`config.mk`:
```
export PLATFORM = sky130hd
export DESIGN_NAME = id_ex_register_flat
export DESIGN_NICKNAME = d
export VERILOG_FILES = /design/src/rtl/id_ex_register_pkg.sv /design/src/rtl/id_ex_register_if.sv /design/src/rtl/id_ex_register_load_use_detector.sv /design/src/rtl/id_ex_register.sv /design/src/flat_wrapper.sv
export SDC_FILE = /design/constraint.sdc
export NUM_CORES = 1
export LEC_CHECK = 0
export ABC_AREA = 1
export CORE_AREA = 2 2 154 156
export DETAILED_ROUTE_END_ITERATION = 8
export DIE_AREA = 0 0 156 158
export HOLD_SLACK_MARGIN = 0.15
export PLACE_DENSITY = 0.84
export SLEW_MARGIN = 20
export SYNTH_ARGS = -nofsm -noshare
export SYNTH_HDL_FRONTEND = slang
export SYNTH_SLANG_ARGS = --single-unit
```
`constraint.sdc`:
```
create_clock -name clk -period 2.3 [get_ports clk]
set_input_delay 0.23 -clock clk [delete_from_list [all_inputs] [get_ports clk]]
set_output_delay 0.23 -clock clk [all_outputs]
set_load 0.01 [all_outputs]
```
`src/rtl/id_ex_register_pkg.sv`:
```
// Shared types for the ID/EX pipeline latch: word and register-address types,
// the latched bundle struct, latch state encoding and the operand select helper.
package id_ex_register_pkg;

  typedef logic [31:0] word_t;
  typedef logic [4:0]  reg_addr_t;

  typedef struct packed {
    word_t     pc;
    word_t     imm;
    word_t     op1;
    word_t     op2;
    reg_addr_t rs1;
    reg_addr_t rs2;
    reg_addr_t rd;
    logic      rd_we;
    logic      is_load;
  } id_ex_bundle_t;

  typedef enum logic {
    ST_EMPTY = 1'b0,
    ST_FULL  = 1'b1
  } id_ex_state_t;

  // x0 always reads as zero; otherwise take the writeback value when the
  // bypass is enabled and the writeback targets the same register.
  function automatic word_t pick_operand(
    input reg_addr_t rs,
    input word_t     rf_data,
    input logic      wb_we,
    input reg_addr_t wb_addr,
    input word_t     wb_data,
    input logic      bypass_en
  );
    word_t op;
    op = rf_data;
    if (rs == '0) begin
      op = '0;
    end else if (bypass_en && wb_we && (wb_addr == rs)) begin
      op = wb_data;
    end
    return op;
  endfunction

endpackage

```
`src/rtl/id_ex_register_if.sv`:
```
// Decode-side and execute-side handshake bundle of the ID/EX latch.
// slave: the latch itself; master: whoever drives decode and consumes execute.
interface id_ex_register_if
  import id_ex_register_pkg::*;
#(
  parameter int CTRL_W = 8
) ();

  logic              in_valid;
  logic              in_ready;
  word_t             in_pc;
  word_t             in_imm;
  reg_addr_t         in_rs1;
  reg_addr_t         in_rs2;
  reg_addr_t         in_rd;
  logic              in_rd_we;
  logic              in_is_load;
  logic [CTRL_W-1:0] in_ctrl;

  logic              out_valid;
  logic              out_ready;
  word_t             out_pc;
  word_t             out_imm;
  word_t             out_op1;
  word_t             out_op2;
  reg_addr_t         out_rs1;
  reg_addr_t         out_rs2;
  reg_addr_t         out_rd;
  logic              out_rd_we;
  logic              out_is_load;
  logic [CTRL_W-1:0] out_ctrl;

  modport slave (
    input  in_valid, in_pc, in_imm, in_rs1, in_rs2, in_rd, in_rd_we, in_is_load, in_ctrl,
    output in_ready,
    output out_valid, out_pc, out_imm, out_op1, out_op2, out_rs1, out_rs2, out_rd,
           out_rd_we, out_is_load, out_ctrl,
    input  out_ready
  );

  modport master (
    output in_valid, in_pc, in_imm, in_rs1, in_rs2, in_rd, in_rd_we, in_is_load, in_ctrl,
    input  in_ready,
    input  out_valid, out_pc, out_imm, out_op1, out_op2, out_rs1, out_rs2, out_rd,
           out_rd_we, out_is_load, out_ctrl,
    output out_ready
  );

endinterface

```
`src/rtl/id_ex_register_load_use_detector.sv`:
```
// Load-use hazard check: a latched load writing a nonzero rd that the
// incoming instruction reads must not be paired with it in execute.
module load_use_detector
  import id_ex_register_pkg::*;
(
  input  logic      full,
  input  logic      in_valid,
  input  logic      lat_is_load,
  input  logic      lat_rd_we,
  input  reg_addr_t lat_rd,
  input  reg_addr_t in_rs1,
  input  reg_addr_t in_rs2,
  output logic      hazard
);

  // Purely combinational compare of latched destination vs incoming sources.
  always_comb begin
    hazard = in_valid && full && lat_is_load && lat_rd_we && (lat_rd != '0) &&
             ((lat_rd == in_rs1) || (lat_rd == in_rs2));
  end

endmodule

```
`src/rtl/id_ex_register.sv`:
```
// ID/EX single-entry pipeline latch with load-use stall and flush.
// Optional build macro ID_EX_WB_BYPASS_EN: operands captured on accept take the
// writeback port value when it targets the source register in the same cycle.
module id_ex_register
  import id_ex_register_pkg::*;
#(
  parameter int CTRL_W = 8
) (
  input  logic                clk,
  input  logic                reset,
  id_ex_register_if.slave     bus,
  output reg_addr_t           rf_addr1,
  output reg_addr_t           rf_addr2,
  input  word_t               rf_data1,
  input  word_t               rf_data2,
  input  logic                wb_we,
  input  reg_addr_t           wb_addr,
  input  word_t               wb_data,
  input  logic                flush,
  output logic [31:0]         stall_count
);

`ifdef ID_EX_WB_BYPASS_EN
  localparam logic WB_BYPASS_EN = 1'b1;
`else
  localparam logic WB_BYPASS_EN = 1'b0;
`endif

  id_ex_state_t      state_q, state_d;
  id_ex_bundle_t     bundle_q, bundle_d;
  logic [CTRL_W-1:0] ctrl_q, ctrl_d;
  logic [31:0]       stall_count_q, stall_count_d;

  logic hazard;
  logic full;
  logic in_ready;
  logic accept;
  logic fire;

  assign full = (state_q == ST_FULL);

  load_use_detector u_load_use_detector (
    .full        (full),
    .in_valid    (bus.in_valid),
    .lat_is_load (bundle_q.is_load),
    .lat_rd_we   (bundle_q.rd_we),
    .lat_rd      (bundle_q.rd),
    .in_rs1      (bus.in_rs1),
    .in_rs2      (bus.in_rs2),
    .hazard      (hazard)
  );

  // Handshake: reset and flush both block the decode side outright.
  always_comb begin
    in_ready = !reset && !hazard && !flush && (!full || bus.out_ready);
    accept   = bus.in_valid && in_ready;
    fire     = full && bus.out_ready;
  end

  // Next-state: reset > flush > accept > downstream fire > hold.
  always_comb begin
    state_d       = state_q;
    bundle_d      = bundle_q;
    ctrl_d        = ctrl_q;
    stall_count_d = stall_count_q;
    if (reset) begin
      state_d       = ST_EMPTY;
      bundle_d      = '0;
      ctrl_d        = '0;
      stall_count_d = '0;
    end else if (flush) begin
      state_d = ST_EMPTY;
    end else begin
      if (hazard) begin
        stall_count_d = stall_count_q + 32'd1;
      end
      if (accept) begin
        state_d          = ST_FULL;
        bundle_d.pc      = bus.in_pc;
        bundle_d.imm     = bus.in_imm;
        bundle_d.rs1     = bus.in_rs1;
        bundle_d.rs2     = bus.in_rs2;
        bundle_d.rd      = bus.in_rd;
        bundle_d.rd_we   = bus.in_rd_we;
        bundle_d.is_load = bus.in_is_load;
        bundle_d.op1     = pick_operand(bus.in_rs1, rf_data1, wb_we, wb_addr, wb_data,
                                        WB_BYPASS_EN);
        bundle_d.op2     = pick_operand(bus.in_rs2, rf_data2, wb_we, wb_addr, wb_data,
                                        WB_BYPASS_EN);
        ctrl_d           = bus.in_ctrl;
      end else if (fire) begin
        state_d = ST_EMPTY;
      end
    end
  end

  // State registers; reset is applied through the _d path (synchronous).
  always_ff @(posedge clk) begin
    state_q       <= state_d;
    bundle_q      <= bundle_d;
    ctrl_q        <= ctrl_d;
    stall_count_q <= stall_count_d;
  end

  // Registered outputs and combinational register-file addresses.
  always_comb begin
    bus.in_ready    = in_ready;
    bus.out_valid   = full;
    bus.out_pc      = bundle_q.pc;
    bus.out_imm     = bundle_q.imm;
    bus.out_op1     = bundle_q.op1;
    bus.out_op2     = bundle_q.op2;
    bus.out_rs1     = bundle_q.rs1;
    bus.out_rs2     = bundle_q.rs2;
    bus.out_rd      = bundle_q.rd;
    bus.out_rd_we   = bundle_q.rd_we;
    bus.out_is_load = bundle_q.is_load;
    bus.out_ctrl    = ctrl_q;
    rf_addr1        = bus.in_rs1;
    rf_addr2        = bus.in_rs2;
    stall_count     = stall_count_q;
  end

endmodule

```
`src/flat_wrapper.sv`:
```
// flat-port wrapper written by rule: the top's interface ports become plain ports
module id_ex_register_flat import id_ex_register_pkg::*;
#(
  parameter int CTRL_W = 8
)
  (clk, reset, rf_addr1, rf_addr2, rf_data1, rf_data2, wb_we, wb_addr, wb_data, flush, stall_count, bus_in_valid, bus_in_pc, bus_in_imm, bus_in_rs1, bus_in_rs2, bus_in_rd, bus_in_rd_we, bus_in_is_load, bus_in_ctrl, bus_in_ready, bus_out_valid, bus_out_pc, bus_out_imm, bus_out_op1, bus_out_op2, bus_out_rs1, bus_out_rs2, bus_out_rd, bus_out_rd_we, bus_out_is_load, bus_out_ctrl, bus_out_ready);
  id_ex_register_if #(.CTRL_W(CTRL_W)) bus_i ();
  input  logic clk;
  input  logic reset;
  output reg_addr_t rf_addr1;
  output reg_addr_t rf_addr2;
  input  word_t rf_data1;
  input  word_t rf_data2;
  input  logic wb_we;
  input  reg_addr_t wb_addr;
  input  word_t wb_data;
  input  logic flush;
  output logic [31:0] stall_count;
  input wire logic [$bits(bus_i.in_valid)-1:0] bus_in_valid;
  input wire logic [$bits(bus_i.in_pc)-1:0] bus_in_pc;
  input wire logic [$bits(bus_i.in_imm)-1:0] bus_in_imm;
  input wire logic [$bits(bus_i.in_rs1)-1:0] bus_in_rs1;
  input wire logic [$bits(bus_i.in_rs2)-1:0] bus_in_rs2;
  input wire logic [$bits(bus_i.in_rd)-1:0] bus_in_rd;
  input wire logic [$bits(bus_i.in_rd_we)-1:0] bus_in_rd_we;
  input wire logic [$bits(bus_i.in_is_load)-1:0] bus_in_is_load;
  input wire logic [$bits(bus_i.in_ctrl)-1:0] bus_in_ctrl;
  output wire logic [$bits(bus_i.in_ready)-1:0] bus_in_ready;
  output wire logic [$bits(bus_i.out_valid)-1:0] bus_out_valid;
  output wire logic [$bits(bus_i.out_pc)-1:0] bus_out_pc;
  output wire logic [$bits(bus_i.out_imm)-1:0] bus_out_imm;
  output wire logic [$bits(bus_i.out_op1)-1:0] bus_out_op1;
  output wire logic [$bits(bus_i.out_op2)-1:0] bus_out_op2;
  output wire logic [$bits(bus_i.out_rs1)-1:0] bus_out_rs1;
  output wire logic [$bits(bus_i.out_rs2)-1:0] bus_out_rs2;
  output wire logic [$bits(bus_i.out_rd)-1:0] bus_out_rd;
  output wire logic [$bits(bus_i.out_rd_we)-1:0] bus_out_rd_we;
  output wire logic [$bits(bus_i.out_is_load)-1:0] bus_out_is_load;
  output wire logic [$bits(bus_i.out_ctrl)-1:0] bus_out_ctrl;
  input wire logic [$bits(bus_i.out_ready)-1:0] bus_out_ready;
  assign bus_i.in_valid = bus_in_valid;
  assign bus_i.in_pc = bus_in_pc;
  assign bus_i.in_imm = bus_in_imm;
  assign bus_i.in_rs1 = bus_in_rs1;
  assign bus_i.in_rs2 = bus_in_rs2;
  assign bus_i.in_rd = bus_in_rd;
  assign bus_i.in_rd_we = bus_in_rd_we;
  assign bus_i.in_is_load = bus_in_is_load;
  assign bus_i.in_ctrl = bus_in_ctrl;
  assign bus_in_ready = bus_i.in_ready;
  assign bus_out_valid = bus_i.out_valid;
  assign bus_out_pc = bus_i.out_pc;
  assign bus_out_imm = bus_i.out_imm;
  assign bus_out_op1 = bus_i.out_op1;
  assign bus_out_op2 = bus_i.out_op2;
  assign bus_out_rs1 = bus_i.out_rs1;
  assign bus_out_rs2 = bus_i.out_rs2;
  assign bus_out_rd = bus_i.out_rd;
  assign bus_out_rd_we = bus_i.out_rd_we;
  assign bus_out_is_load = bus_i.out_is_load;
  assign bus_out_ctrl = bus_i.out_ctrl;
  assign bus_i.out_ready = bus_out_ready;
  id_ex_register #(.CTRL_W(CTRL_W)) u_core (.clk(clk), .reset(reset), .bus(bus_i), .rf_addr1(rf_addr1), .rf_addr2(rf_addr2), .rf_data1(rf_data1), .rf_data2(rf_data2), .wb_we(wb_we), .wb_addr(wb_addr), .wb_data(wb_data), .flush(flush), .stall_count(stall_count));
endmodule
```
==> results of run 1 <==
-- critical path: stages, from the launching register on --
cell and delay (ns):
dfxtp_1 0.36, inv_2 0.10, nand4_1 0.11, o21ai_1 0.18
inv_2 0.15, a21boi_0 0.20, dlygate4sd2_1 0.33
-- synthesized netlist by cell type, types with 2 or more instances --
cell      count  area share, %
xor2_1       12            1.1
buf_1        17           0.69
nand2_1     521             21
inv_1       196            8.0
nor2_1      308             13
inv_2        46            1.9
nand3b_1      4           0.33
buf_4        32            2.6
xnor2_1      16            1.5
dfxtp_1     186             40
nor3_1        2           0.11
nand4_1      64            4.3
nand3_1       5           0.27
buf_6         8           0.98
a21oi_1      33            1.8
clkbuf_1     27            1.1
-- worst max-delay path by stage --
stage / from / endpoint / slack, ns / cells after the start
finish: u_core.bus.out_rd[2] / bus_in_ready / 0.21 / 6
global route: u_core.bus.out_rd[2] / bus_in_ready / 0.02 / 6
CTS: u_core.bus.out_rd[2] / bus_in_ready / 0.18 / 6
detailed placement: bus_in_rs2[0] / bus_in_ready / 0.04 / 8
global placement: bus_in_rs2[0] / bus_in_ready / 0.04 / 8
floorplan: u_core.stall_count[0] / u_core.stall_count[30] / 0.57 / 12
-- power groups by stage --
stage	sequential [mW]	clock (mW)	combinational (mW)
6_report	3.43	3.02	1.27
5_1_grt	3.45	3.22	1.41
4_1_cts	3.43	3.12	1.28
3_5_place_dp	3.51	0	1.27
3_3_place_gp	3.50	0	1.25
2_1_floorplan	3.57	0	0.516
-- cells in the final DEF (no fill, tap or decap), types with 11 or more instances in the layout --
| master | count |
|---|---|
| a21oi_1 | 33 |
| buf_12 | 11 |
| buf_4 | 20 |
| clkbuf_16 | 17 |
| clkdlybuf4s50_1 | 352 |
| dfxtp_1 | 186 |
| inv_1 | 196 |
| inv_2 | 45 |
| nand2_1 | 521 |
| nand4_1 | 64 |
| nor2_1 | 308 |
| xnor2_1 | 16 |
| xor2_1 | 12 |
-- stage by stage --
| step | cells | total power, mW |
|---|---|---|
| 6_report | 2114 | 7.73 |
| 5_1_grt | 2113 | 8.08 |
| 4_1_cts | 2111 | 7.84 |
| 3_5_place_dp | 2079 | 4.78 |
| 3_3_place_gp | 2079 | 4.75 |
| 2_1_floorplan | 1489 | 4.09 |
-- per-layer routing --
| metal | track usage, % | up-vias | share of wire [%] |
|---|---|---|---|
| li1 | - | 5001 | - |
| met1 | 24.8 | 4265 | 41 |
| met2 | 40.4 | 331 | 48 |
| met3 | 7.50 | 49 | 8.6 |
| met4 | 8.52 | 2 | 2.7 |
| met5 | 0 | - | 0.035 |
-- state kept, by name, summed over array words and instances (netlist names) --
register and flops:
u_core.bus.out_rs2 5, u_core.bus.out_rs1 5, u_core.bus.out_rd_we 1, u_core.bus.out_rd 5, u_core.bus.out_op2 32, u_core.bus.out_valid 1, u_core.bus.out_ctrl 8, u_core.bus.out_is_load 1
u_core.bus.out_op1 32, u_core.bus.out_pc 32, u_core.stall_count 32, u_core.bus.out_imm 32
-- cells by family after synthesis --
kind of cell,share of synthesized area [%]
AOI/OAI and AO/OA,1.93
xor gates and xnor gates,2.66
adders and majority gates,0.136
buffers and inverters,15.3
DFF,40.4
and+or+nand+nor,39.6
-- area by class of cell --
class / count / share of cell area [%]
clock inverters: 15 / 1.31
well taps: 290 / 2.67
inverters: 243 / 6.72
clock buffers: 17 / 3.13
flip-flops and latches: 186 / 27.4
repair buffers: 385 / 28.7
diodes: 3 / 0.0552
multi-input cells: 975 / 30.0
==> impl_metrics.env, run 1 <==
export IMPL_hold_end="u_core.bus.out_ctrl[5]"
export IMPL_vias=9648
export IMPL_status="complete, no violations"
export IMPL_vias_per_cell=4.56
export IMPL_fmax_mhz=479
export IMPL_start_util_pct=40.0
export IMPL_fin_util_pct=59.0
export IMPL_synthArstFlopShare_pct=0
export IMPL_port_buffers=354
export IMPL_cts_tree="done"
export IMPL_io_pins=393
export IMPL_fin_crit_ns=2.09
export IMPL_cts_sinks=186
export IMPL_regArea_um2=3720
export IMPL_clkTransAtPathRegs_ns=0.08
export IMPL_skew_ns=0.0144
export IMPL_cts_inserted_buffers=17
export IMPL_antenna_found_initial=4
export IMPL_max_clock_path_buffers=2
export IMPL_dp_slack_ns=0.0447
export IMPL_finalHoldViolCount=0
export IMPL_cts_max_level=4
export IMPL_slew_headroom_pct=46.6
export IMPL_power_density_nw_per_um2=569
export IMPL_postPlaceCellArea_um2=13000
export IMPL_min_path_type="input pin to register"
export IMPL_rows=56
export IMPL_ys_seq_elements=186
export IMPL_synth_ff_type="dfxtp_1"
export IMPL_ant_nets=0
export IMPL_netlist_instances=1489
export IMPL_post_cts_buffers=0
export IMPL_dieArea_um2=24600
export IMPL_r2r_end="u_core.stall_count[30]"
export IMPL_n_fill_cell=2103
export IMPL_startpoint_type="register"
export IMPL_dpl_hpwl_um=20700
export IMPL_rsz0062_at_grt="false"
export IMPL_routabilityCongestion=0.964
export IMPL_wl_um=28600
export IMPL_min_period_over_period_pct=90.7
export IMPL_crit_required_ns=2.07
export IMPL_cts_hold_buf=0
export IMPL_overflow=0
export IMPL_nets=2005
export IMPL_synth_nets=1686
export IMPL_dr_pass1_iters=5
export IMPL_grt_usage_pct=22.6
export IMPL_switching_share_pct=27.5
export IMPL_grt_pass1_vias=8980
export IMPL_post_cts_resized=1
export IMPL_seq_power_share_pct=44.4
export IMPL_grt_pass1_wl_um=44400
export IMPL_yosysWarnings=0
export IMPL_grt_max_degree=154
export IMPL_fin_ws_ns=0.214
export IMPL_cp_end_kind="primary output"
export IMPL_worstReg2RegStart="u_core.stall_count[0]"
export IMPL_wl_per_cell_um=13.5
export IMPL_multi_input_area_um2=4080
export IMPL_crit_arrival_ns=1.86
export IMPL_tightest_slew_ns=0.801
export IMPL_reg2regPathDepth=12
export IMPL_p_clk_share_pct=39.1
export IMPL_drt_iter0_markers=511
export IMPL_root_buffer="clkbuf_16"
export IMPL_crit_type="register to primary output"
export IMPL_switchingPower_mw=2.13
export IMPL_final_area_um2=13600
export IMPL_intPower_mw=5.61
export IMPL_r2r_slack_ns=0.39
export IMPL_synth_avg_cell_area_um2=6.19
export IMPL_synth_edf_count=0
export IMPL_combPwrFrac_pct=16.5
export IMPL_clkLatencyLatePin_ns=0.43
export IMPL_holdWs_ns=0.377
export IMPL_synth_area_um2=9220
export IMPL_setup_tns_ns=0
export IMPL_slew_violations=0
export IMPL_p_leak_nw=6.41
export IMPL_synth_seq_area_share_pct=40.4
export IMPL_crit_fanout=10
export IMPL_die_h_um=158
export IMPL_maxCapViolations=0
export IMPL_peakVddDrop_mv=0.389
export IMPL_drc=0
export IMPL_hold_depth=3
export IMPL_drive_gt1_share_pct=6.37
export IMPL_core_area_um2=23100
export IMPL_ys_types=28
export IMPL_min_from="bus_in_ctrl[5]"
export IMPL_synthToLayoutAreaGrowth_pct=47.5
export IMPL_setup_viol_count_final=0
export IMPL_die_x_um=156
No activity file was read; power rests on OpenSTA's default activity.
==> inputs of run 2 (changes only) <==
--- a/config.mk
+++ b/config.mk
@@ -6,12 +6,13 @@
 export NUM_CORES = 1
 export LEC_CHECK = 0
 export ABC_AREA = 1
-export CORE_AREA = 2 2 154 156
+export CORE_AREA = 2 2 152 154
 export DETAILED_ROUTE_END_ITERATION = 8
-export DIE_AREA = 0 0 156 158
+export DIE_AREA = 0 0 154 156
 export HOLD_SLACK_MARGIN = 0.15
-export PLACE_DENSITY = 0.84
+export PLACE_DENSITY = 0.78
 export SLEW_MARGIN = 20
 export SYNTH_ARGS = -nofsm -noshare
 export SYNTH_HDL_FRONTEND = slang
+export SYNTH_HIERARCHICAL = 1
 export SYNTH_SLANG_ARGS = --single-unit
==> impl_metrics.env, run 2 <==
export IMPL_status="complete, no violations"
export IMPL_rows=55
export IMPL_routabilityCongestion=0.842
export IMPL_ant_nets=0
export IMPL_ys_seq_elements=186
export IMPL_holdWs_ns=0.198
export IMPL_cp_end_kind="primary output"
export IMPL_dpl_hpwl_um=17400
export IMPL_min_path_type="input pin to register"
export IMPL_peakVddDrop_mv=0.505
export IMPL_cts_inserted_buffers=17
export IMPL_port_buffers=354
export IMPL_cts_max_level=4
export IMPL_power_density_nw_per_um2=629
export IMPL_synth_area_top_cells="dfxtp_1 50%, nor2_1 13%, nand2_1 7.4%"
export IMPL_dieArea_um2=24000
export IMPL_vias_per_cell=4.75
export IMPL_dr_pass1_iters=5
export IMPL_drive_gt1_share_pct=6.64
export IMPL_hold_depth=4
export IMPL_root_buffer="clkbuf_16"
export IMPL_dp_cells=1627
export IMPL_synth_nets=1209
export IMPL_min_from="reset"
export IMPL_cts_hold_buf=0
export IMPL_netlist_area_leader_share_pct=50.1
export IMPL_finalHoldViolCount=0
export IMPL_die_x_um=154
export IMPL_setup_viol_count_final=0
export IMPL_yosysMostFrequentCell="nor2_1"
export IMPL_vias=7864
export IMPL_slew_headroom_pct=46.9
export IMPL_n_antenna_cell=0
export IMPL_fmax_mhz=472
export IMPL_grt_max_degree=115
export IMPL_synth_common_cells="251 x nor2_1, 186 x dfxtp_1, 146 x nand2_1"
export IMPL_synth_xor_area_share_pct=0.942
export IMPL_grt_usage_pct=19.9
export IMPL_cts_sinks=186
export IMPL_seq_power_share_pct=45.1
export IMPL_crit_type="register to primary output"
export IMPL_die_h_um=156
export IMPL_synth_ff_type="dfxtp_1"
export IMPL_combPwrFrac_pct=13.2
export IMPL_drc=0
export IMPL_io_pins=393
export IMPL_reg2regPathDepth=14
export IMPL_layout_commonest_cell="clkdlybuf4s50_1"
export IMPL_tightest_slew_ns=0.796
export IMPL_skew_ns=0.0145
export IMPL_grt_pass1_vias=7663
export IMPL_n_fill_cell=2013
export IMPL_min_period_over_period_pct=92.2
export IMPL_switching_share_pct=23.9
export IMPL_p_clk_share_pct=41.7
export IMPL_drt_iter0_markers=463
export IMPL_startpoint_type="register"
export IMPL_start_util_pct=33.2
export IMPL_fin_util_pct=53.6
export IMPL_synth_area_um2=7440
export IMPL_intPower_mw=5.75
export IMPL_crit_arrival_ns=1.89
export IMPL_post_cts_buffers=0
export IMPL_cts_tree="done"
export IMPL_setup_tns_ns=0
export IMPL_r2r_slack_ns=0.20
export IMPL_clkTransAtPathRegs_ns=0.07
export IMPL_slew_violations=0
export IMPL_netlist_instances=1012
export IMPL_grt_pass1_wl_um=38800
export IMPL_synth_compound_area_share_pct=12.2
export IMPL_final_cell_count_no_fill=1656
export IMPL_synth_edf_count=0
export IMPL_synthToLayoutAreaGrowth_pct=61.3
export IMPL_nets=1558
export IMPL_layout_common_cells="352 x clkdlybuf4s50_1, 251 x nor2_1, 181 x dfxtp_1"
export IMPL_yosysTopAreaCell="dfxtp_1"
export IMPL_crit_required_ns=2.07
export IMPL_wl_um=24200
export IMPL_synthArstFlopShare_pct=0
export IMPL_postPlaceCellArea_um2=11400
export IMPL_clkLatencyLatePin_ns=0.43
export IMPL_overflow=0
export IMPL_crit_fanout=5
export IMPL_p_leak_nw=4.45
export IMPL_synth_avg_cell_area_um2=7.35
export IMPL_synth_fa_ha_area_share_pct=0.168
export IMPL_maxCapViolations=0
export IMPL_ys_types=26
export IMPL_antenna_found_initial=0
export IMPL_worstReg2RegStart="u_core/bus.out_rd[4]"
export IMPL_fin_crit_ns=2.12
export IMPL_final_area_um2=12000
export IMPL_yosysWarnings=6
export IMPL_rsz0062_at_grt="false"
export IMPL_core_area_um2=22400
export IMPL_synth_simple_area_share_pct=28.5
export IMPL_max_clock_path_buffers=2
export IMPL_r2r_end="u_core/stall_count[28]"
export IMPL_switchingPower_mw=1.80
export IMPL_synth_seq_area_share_pct=50.1
export IMPL_wl_per_cell_um=14.6
export IMPL_synth_top_family_by_area="simple AND/OR/NAND/NOR gates"
export IMPL_muxShareOfSynthArea_pct=0
export IMPL_hold_end="u_core/bus.out_valid"
-- run 2: cell types whose count changed in the layout (fill, tap and decap cells not counted), moves of 43 or more --
cell / previous run / this run
nand4_1: 64 / 4
inv_1: 196 / 51
o21ai_0: 0 / 93
inv_2: 45 / 2
nand2_1: 521 / 146
nor2_1: 308 / 251
nand3_1: 5 / 98
a21oi_1: 33 / 78
-- run 2: cell families (layout without fill, tap and decap cells) --
family,after synthesis,count (layout)
buffers and inverters,123,482
AND/OR/NAND/NOR,514,514
XOR/XNOR,8,8
AO/OA/AOI/OAI,180,180
adder cells (fa/ha/maj),1,1
flip-flops,186,186
-- run 2: what timing repair did --
item                       CTS  global route
setup endpoints to repair    1            13
pin swaps                    0             1
cloned                       0             0
resized for setup            3             4
-- run 2: stage by stage --
stage / power (mW) / worst slack, ns
2_1_floorplan: 3.85 / 0.328
3_3_place_gp: 4.46 / -0.0992
3_5_place_dp: 4.47 / -0.146
4_1_cts: 7.64 / 0.0582
5_1_grt: 7.86 / 0.00636
6_report: 7.55 / 0.180
-- run 2: worst max path at each step --
| stage | start | end |
|---|---|---|
| 5_1_grt | u_core/bus.out_rd[4] | u_core/stall_count[15] |
| 3_3_place_gp | bus_in_rs2[4] | u_core/stall_count[28] |
| 4_1_cts | u_core/bus.out_rd[4] | bus_in_ready |
| 3_5_place_dp | bus_in_rs2[1] | u_core/stall_count[15] |
| 2_1_floorplan | u_core/bus.out_rd[4] | u_core/stall_count[15] |
| 6_report | u_core/bus.out_rd[4] | bus_in_ready |
-- run 2: critical path, cell delays in order, from the launching register on --
cell	delay, ns
dfxtp_2	0.37
inv_1	0.08
nand2_1	0.06
nand2_1	0.06
nor2_1	0.10
nand3_1	0.12
a21oi_2	0.23
buf_4	0.14
nor3_1	0.04
clkdlybuf4s15_1	0.27
-- run 2: power groups by stage --
stage                     combinational [mW]  sequential (mW)  clock (mW)
after global routing                    1.09             3.41        3.36
after detailed placement                1.00             3.47           0
after floorplan                        0.323             3.52           0
after CTS                               1.00             3.40        3.24
after global placement                 0.992             3.47           0
final                                  0.997             3.40        3.15
-- run 2: final cells by class --
class / count / area [um^2] / share of cell area (%)
timing repair buffer: 398 / 3970 / 33.1
inverter: 55 / 211 / 1.76
multi-input combinational: 703 / 3110 / 26.0
clock inverter: 12 / 189 / 1.58
clock buffer: 17 / 425 / 3.55
sequential: 186 / 3730 / 31.1
tap: 285 / 357 / 2.97
-- run 2: layer usage --
layer	track usage (%)	routed length, um	vias to the layer above
li1	-	-	3942
met1	23.6	10100	3557
met2	33.8	11200	334
met3	7.31	2310	31
met4	5.74	491	0
met5	0	0	-
==> inputs of run 3 (changes only) <==
==> constraint.sdc (replaced) <==
create_clock -name clk -period 2.2 [get_ports clk]
set_input_delay 0.22 -clock clk [delete_from_list [all_inputs] [get_ports clk]]
set_output_delay 0.22 -clock clk [all_outputs]
set_load 0.01 [all_outputs]
==> impl_metrics.env, run 3 (synthesis results as in run 2) <==
export IMPL_startpoint_type="register"
export IMPL_die_h_um=156
export IMPL_routabilityCongestion=0.851
export IMPL_fin_crit_ns=2.07
export IMPL_clkTransAtPathRegs_ns=0.07
export IMPL_p_leak_nw=4.42
export IMPL_fin_util_pct=53.4
export IMPL_drive_gt1_share_pct=6.64
export IMPL_grt_max_degree=115
export IMPL_synthToLayoutAreaGrowth_pct=60.7
export IMPL_peakVddDrop_mv=0.421
export IMPL_nets=1554
export IMPL_dr_pass1_iters=7
export IMPL_finalHoldViolCount=0
export IMPL_maxCapViolations=0
export IMPL_core_area_um2=22400
export IMPL_power_density_nw_per_um2=641
export IMPL_routed_top_layer="met5"
export IMPL_wl_per_cell_um=14.5
export IMPL_holdWs_ns=0.177
export IMPL_skew_ns=0.0137
export IMPL_drt_iter0_markers=392
export IMPL_grt_usage_pct=19.5
export IMPL_setup_tns_ns=0
export IMPL_io_pins=393
export IMPL_max_clock_path_buffers=2
export IMPL_vias_per_cell=4.72
export IMPL_cts_max_level=4
export IMPL_crit_arrival_ns=1.85
export IMPL_min_path_type="input pin to register"
export IMPL_cp_end_kind="primary output"
export IMPL_crit_required_ns=1.98
export IMPL_setup_viol_count_final=0
export IMPL_slew_headroom_pct=48.5
export IMPL_cts_hold_buf=0
export IMPL_drt_met1_wl_um=10000
export IMPL_vias=7816
export IMPL_cts_tree="done"
export IMPL_rows=55
export IMPL_port_buffers=354
export IMPL_ant_nets=0
export IMPL_met3WireLength_um=2190
export IMPL_grt_pass1_vias=7408
export IMPL_root_buffer="clkbuf_16"
export IMPL_grt_pass1_wl_um=37900
export IMPL_die_x_um=154
export IMPL_wl_um=24000
export IMPL_total_power_mw=7.66
export IMPL_antenna_found_initial=1
export IMPL_cts_inserted_buffers=17
export IMPL_crit_type="register to primary output"
export IMPL_rsz0062_at_grt="false"
export IMPL_dpl_hpwl_um=17300
export IMPL_layout_common_cells="352 x clkdlybuf4s50_1, 250 x nor2_1, 181 x dfxtp_1"
export IMPL_wl_met2_um=11300
export IMPL_final_area_um2=11900
export IMPL_drc=0
export IMPL_start_util_pct=33.2
export IMPL_clkLatencyLatePin_ns=0.42
export IMPL_layout_commonest_cell="clkdlybuf4s50_1"
export IMPL_dieArea_um2=24000
export IMPL_tightest_slew_ns=0.772
export IMPL_fmax_mhz=484
export IMPL_overflow=0
export IMPL_crit_fanout=7
export IMPL_n_antenna_cell=0
export IMPL_slew_violations=0
export IMPL_status="complete, no violations"
export IMPL_postPlaceCellArea_um2=11300
export IMPL_min_period_over_period_pct=93.9
export IMPL_cts_sinks=186
-- run 3: report_power, final --
| group | leakage, nW | internal, mW | switching (mW) |
|---|---|---|---|
| sequential | 1.52 | 3.49 | 0.0678 |
| combinational | 2.63 | 0.607 | 0.433 |
| clock | 0.275 | 1.64 | 1.42 |
| total | 4.42 | 5.73 | 1.93 |
-- run 3: timing repair --
item,4_1_cts,5_1_grt
endpoints found under the setup margin,1,107
buffers inserted,0,1
endpoints found under the hold margin,0,0
pin swaps,0,2
gates resized for setup,7,8
-- run 3: final timing paths --
path                                  to  slack (ns)  depth (start not counted)                   from
setup / recovery            bus_in_ready        0.13                          7   u_core/bus.out_rd[0]
hold / removal      u_core/bus.out_valid        0.18                          4                  reset
setup reg to reg  u_core/bus.out_imm[17]        0.15                         10   u_core/bus.out_rd[0]
hold reg to reg    u_core/bus.out_op2[2]        0.46                          2  u_core/bus.out_op2[2]
-- run 3: critical path, cell delays in order, from the launching register on --
cell and delay (ns):
dfxtp_4 0.37, nor3_2 0.20, nand3_1 0.14, nand3_1 0.14, a21oi_4 0.06, buf_4 0.13
nor3_1 0.19, buf_2 0.18
-- run 3: layer usage --
layer | track usage, % | up-vias
met3 | 6.56 | 38
met1 | 23.4 | 3517
li1 | - | 3934
met5 | 0 | -
met2 | 32.8 | 325
met4 | 6.50 | 2
-- run 3: area by class of cell --
cell class                 instances  area [um^2]
clock buffer                      20          447
fill                            2060        10400
timing repair buffer             394         3930
inverter                          55          211
sequential                       186         3730
tap                              285          357
clock inverter                    12          133
multi-input combinational        703         3130
-- run 3: through the flow --
step	worst slack, ns	std cells
after floorplan	0.228	1012
after global placement	-0.167	1622
after detailed placement	-0.210	1622
after CTS	0.00809	1654
after global routing	0.0141	1655
final	0.134	1655
==> variant: new RTL, config.mk and constraints of run 2 <==
`CTRL_W` is set to 8 in 3 places; all go to 12.
--- a/src/rtl/id_ex_register_if.sv
+++ b/src/rtl/id_ex_register_if.sv
@@ -4,5 +4,5 @@
   import id_ex_register_pkg::*;
 #(
-  parameter int CTRL_W = 8
+  parameter int CTRL_W = 12
 ) ();
 
--- a/src/rtl/id_ex_register.sv
+++ b/src/rtl/id_ex_register.sv
@@ -5,5 +5,5 @@
   import id_ex_register_pkg::*;
 #(
-  parameter int CTRL_W = 8
+  parameter int CTRL_W = 12
 ) (
   input  logic                clk,
--- a/src/flat_wrapper.sv
+++ b/src/flat_wrapper.sv
@@ -2,5 +2,5 @@
 module id_ex_register_flat import id_ex_register_pkg::*;
 #(
-  parameter int CTRL_W = 8
+  parameter int CTRL_W = 12
 )
   (clk, reset, rf_addr1, rf_addr2, rf_data1, rf_data2, wb_we, wb_addr, wb_data, flush, stall_count, bus_in_valid, bus_in_pc, bus_in_imm, bus_in_rs1, bus_in_rs2, bus_in_rd, bus_in_rd_we, bus_in_is_load, bus_in_ctrl, bus_in_ready, bus_out_valid, bus_out_pc, bus_out_imm, bus_out_op1, bus_out_op2, bus_out_rs1, bus_out_rs2, bus_out_rd, bus_out_rd_we, bus_out_is_load, bus_out_ctrl, bus_out_ready);
Ports: changed (resized bus_in_ctrl and bus_out_ctrl); port bits go from 393 to 401. The function was not compared with the original's and may differ.
==> variant against run 2 <==
  * Total power is 0.79% lower
  * Design area is 2.7% higher
  * Sequential cell count is 4 higher
  * Register-to-register slack worse by 20 ps
  * Wire length is 7.8% higher
  * Synthesized area is 3.7% higher
  * Setup slack worse by 50 ps
  * Die area stayed put
  * Count of clock-buffer cells in the layout is 1 higher
  * Largest power group unchanged
==> variant: results (changes against run 2) <==
pin count of the biggest net entering global routing - 113 (-1.7%)
PortBufs - 362 (+2.3%)
sequential element share of the synthesized area - 49.3% (-0.76 points)
post-CTS sizing - 1 (-2)
drt initial violations - 667 (+44%)
Slowest-stage cell, CP - dfxtp_1
R2R depth - 15 (+1)
hold_buf cts - 1 (+1)
slew of the pin with the lowest slew margin - 1030 ps (+238 ps)
Netlist cell types - 31 (+19%)
Post-synth top cells - 256 x nor2_1, 190 x dfxtp_1, 147 x nand2_1
final hold viol count - 0 (unchanged)
post-route insts no fill - 1687 (+1.9%)
synth top area cells - dfxtp_1 49%, nor2_1 12%, nand2_1 7.2%, o21ai_0 6.8%, nand3_1 5.1%
run status - completed
dpl cells - 1654 (+1.7%)
final core occ - 55.1% (+1.4 points)
Area after DPL - 11700 um2 (+2.7%)
antenna violations before repair - 1 (+1)
DR vias - 8016 (+1.9%)
GP Congestion - 0.886 (+5.2%)
top cell type's share of synthesized area - 49.3% (-0.76 points)
Met3 Wirelength - 1960 um (-15%)
Static Leak - 4.58 nW (+3.1%)
Fillers - 2040 (+1.3%)
Syn Nets - 1243 (+2.8%)
Top Family by Delay on Critical Path - simple AND/OR/NAND/NOR gates
Setup WS pre-CTS - -128 ps (+18.2 ps)
top layer in use - met5
Detail Route met2 WL - 12800 um (+14%)
first-pass GRT wire length - 40100 um (+3.4%)
drt total wl - 26000 um (+7.8%)
HPWL Detailed - 18900 um (+8.8%)
type of the worst min-delay path - primary input to register
layout cell share with drive strength beyond 1 - 7.56% (+0.92 points)
VDD IR-drop max - 0.503 mV (-0.30%)
synthesized instance count - 1042 (+3.0%)
all-layer global routing usage - 20.9% (+0.99 points)
Worst path max stage delay - 420 ps (+50 ps)
hold path cells - 3 (-1)
met1 wire length - 10400 um (+3.1%)
vias in the first global route - 7478 (-2.4%)
layout net count - 1590 (+2.1%)
Arr. time, crit path - 1940 ps (+50 ps)
clock skew - 20.3 ps (+5.80 ps)
[variant: cell count changes in the layout (fill, tap and decap cells not counted), sizes merged, moves of 3 or more]
cell / before / now
dfxtp: 186 / 190
bufinv: 4 / 0
clkinv: 1 / 6
nor2: 255 / 260
a21oi: 79 / 75
o21ai: 99 / 105
inv: 59 / 71
clkdlybuf4s50: 352 / 360
clkinvlp: 3 / 0
nand4: 4 / 9
buf: 45 / 37
[variant: report_power, final]
group	total (mW)	switching (mW)	internal (mW)
Clock	2.99	1.48	1.50
Sequential	3.47	0.0653	3.41
Combinational	1.03	0.430	0.599
Total	7.49	1.98	5.51
[variant: logic make-up after synthesis]
| logic type | count (synthesis) | share of synthesized area, % |
|---|---|---|
| AO/OA/AOI/OAI | 183 | 12.0 |
| XOR/XNOR | 7 | 0.795 |
| adder cells (fa/ha/maj) | 1 | 0.162 |
| buffers and inverters | 134 | 8.27 |
| flip-flops | 190 | 49.3 |
| AND/OR/NAND/NOR | 527 | 29.4 |
[variant: layer usage]
metal  vias up  track usage [%]
met3        51             5.22
met5         -                0
met1      3601             25.7
li1       4037                -
met4         2             8.23
met2       325             35.2
[variant: path summary, 6_finish.rpt]
| path | end | slack, ps | startpoint |
|---|---|---|---|
| min | u_core/bus.out_op2[28] | 360 | rf_data2[28] |
| min reg2reg | u_core/bus.out_op1[15] | 460 | u_core/bus.out_op1[15] |
| max | bus_in_ready | 130 | u_core/bus.out_rd[4] |
| max reg2reg | u_core/stall_count[20] | 180 | u_core/bus.out_rd[4] |
[variant: area by class of cell]
| cell class | instances | area share [%] |
|---|---|---|
| clock buffers | 18 | 3.57 |
| multi-input cells | 718 | 26.8 |
| clock inverters | 14 | 1.30 |
| flip-flops and latches | 190 | 30.9 |
| inverters | 63 | 1.96 |
| well taps | 285 | 2.90 |
| repair buffers | 399 | 32.6 |
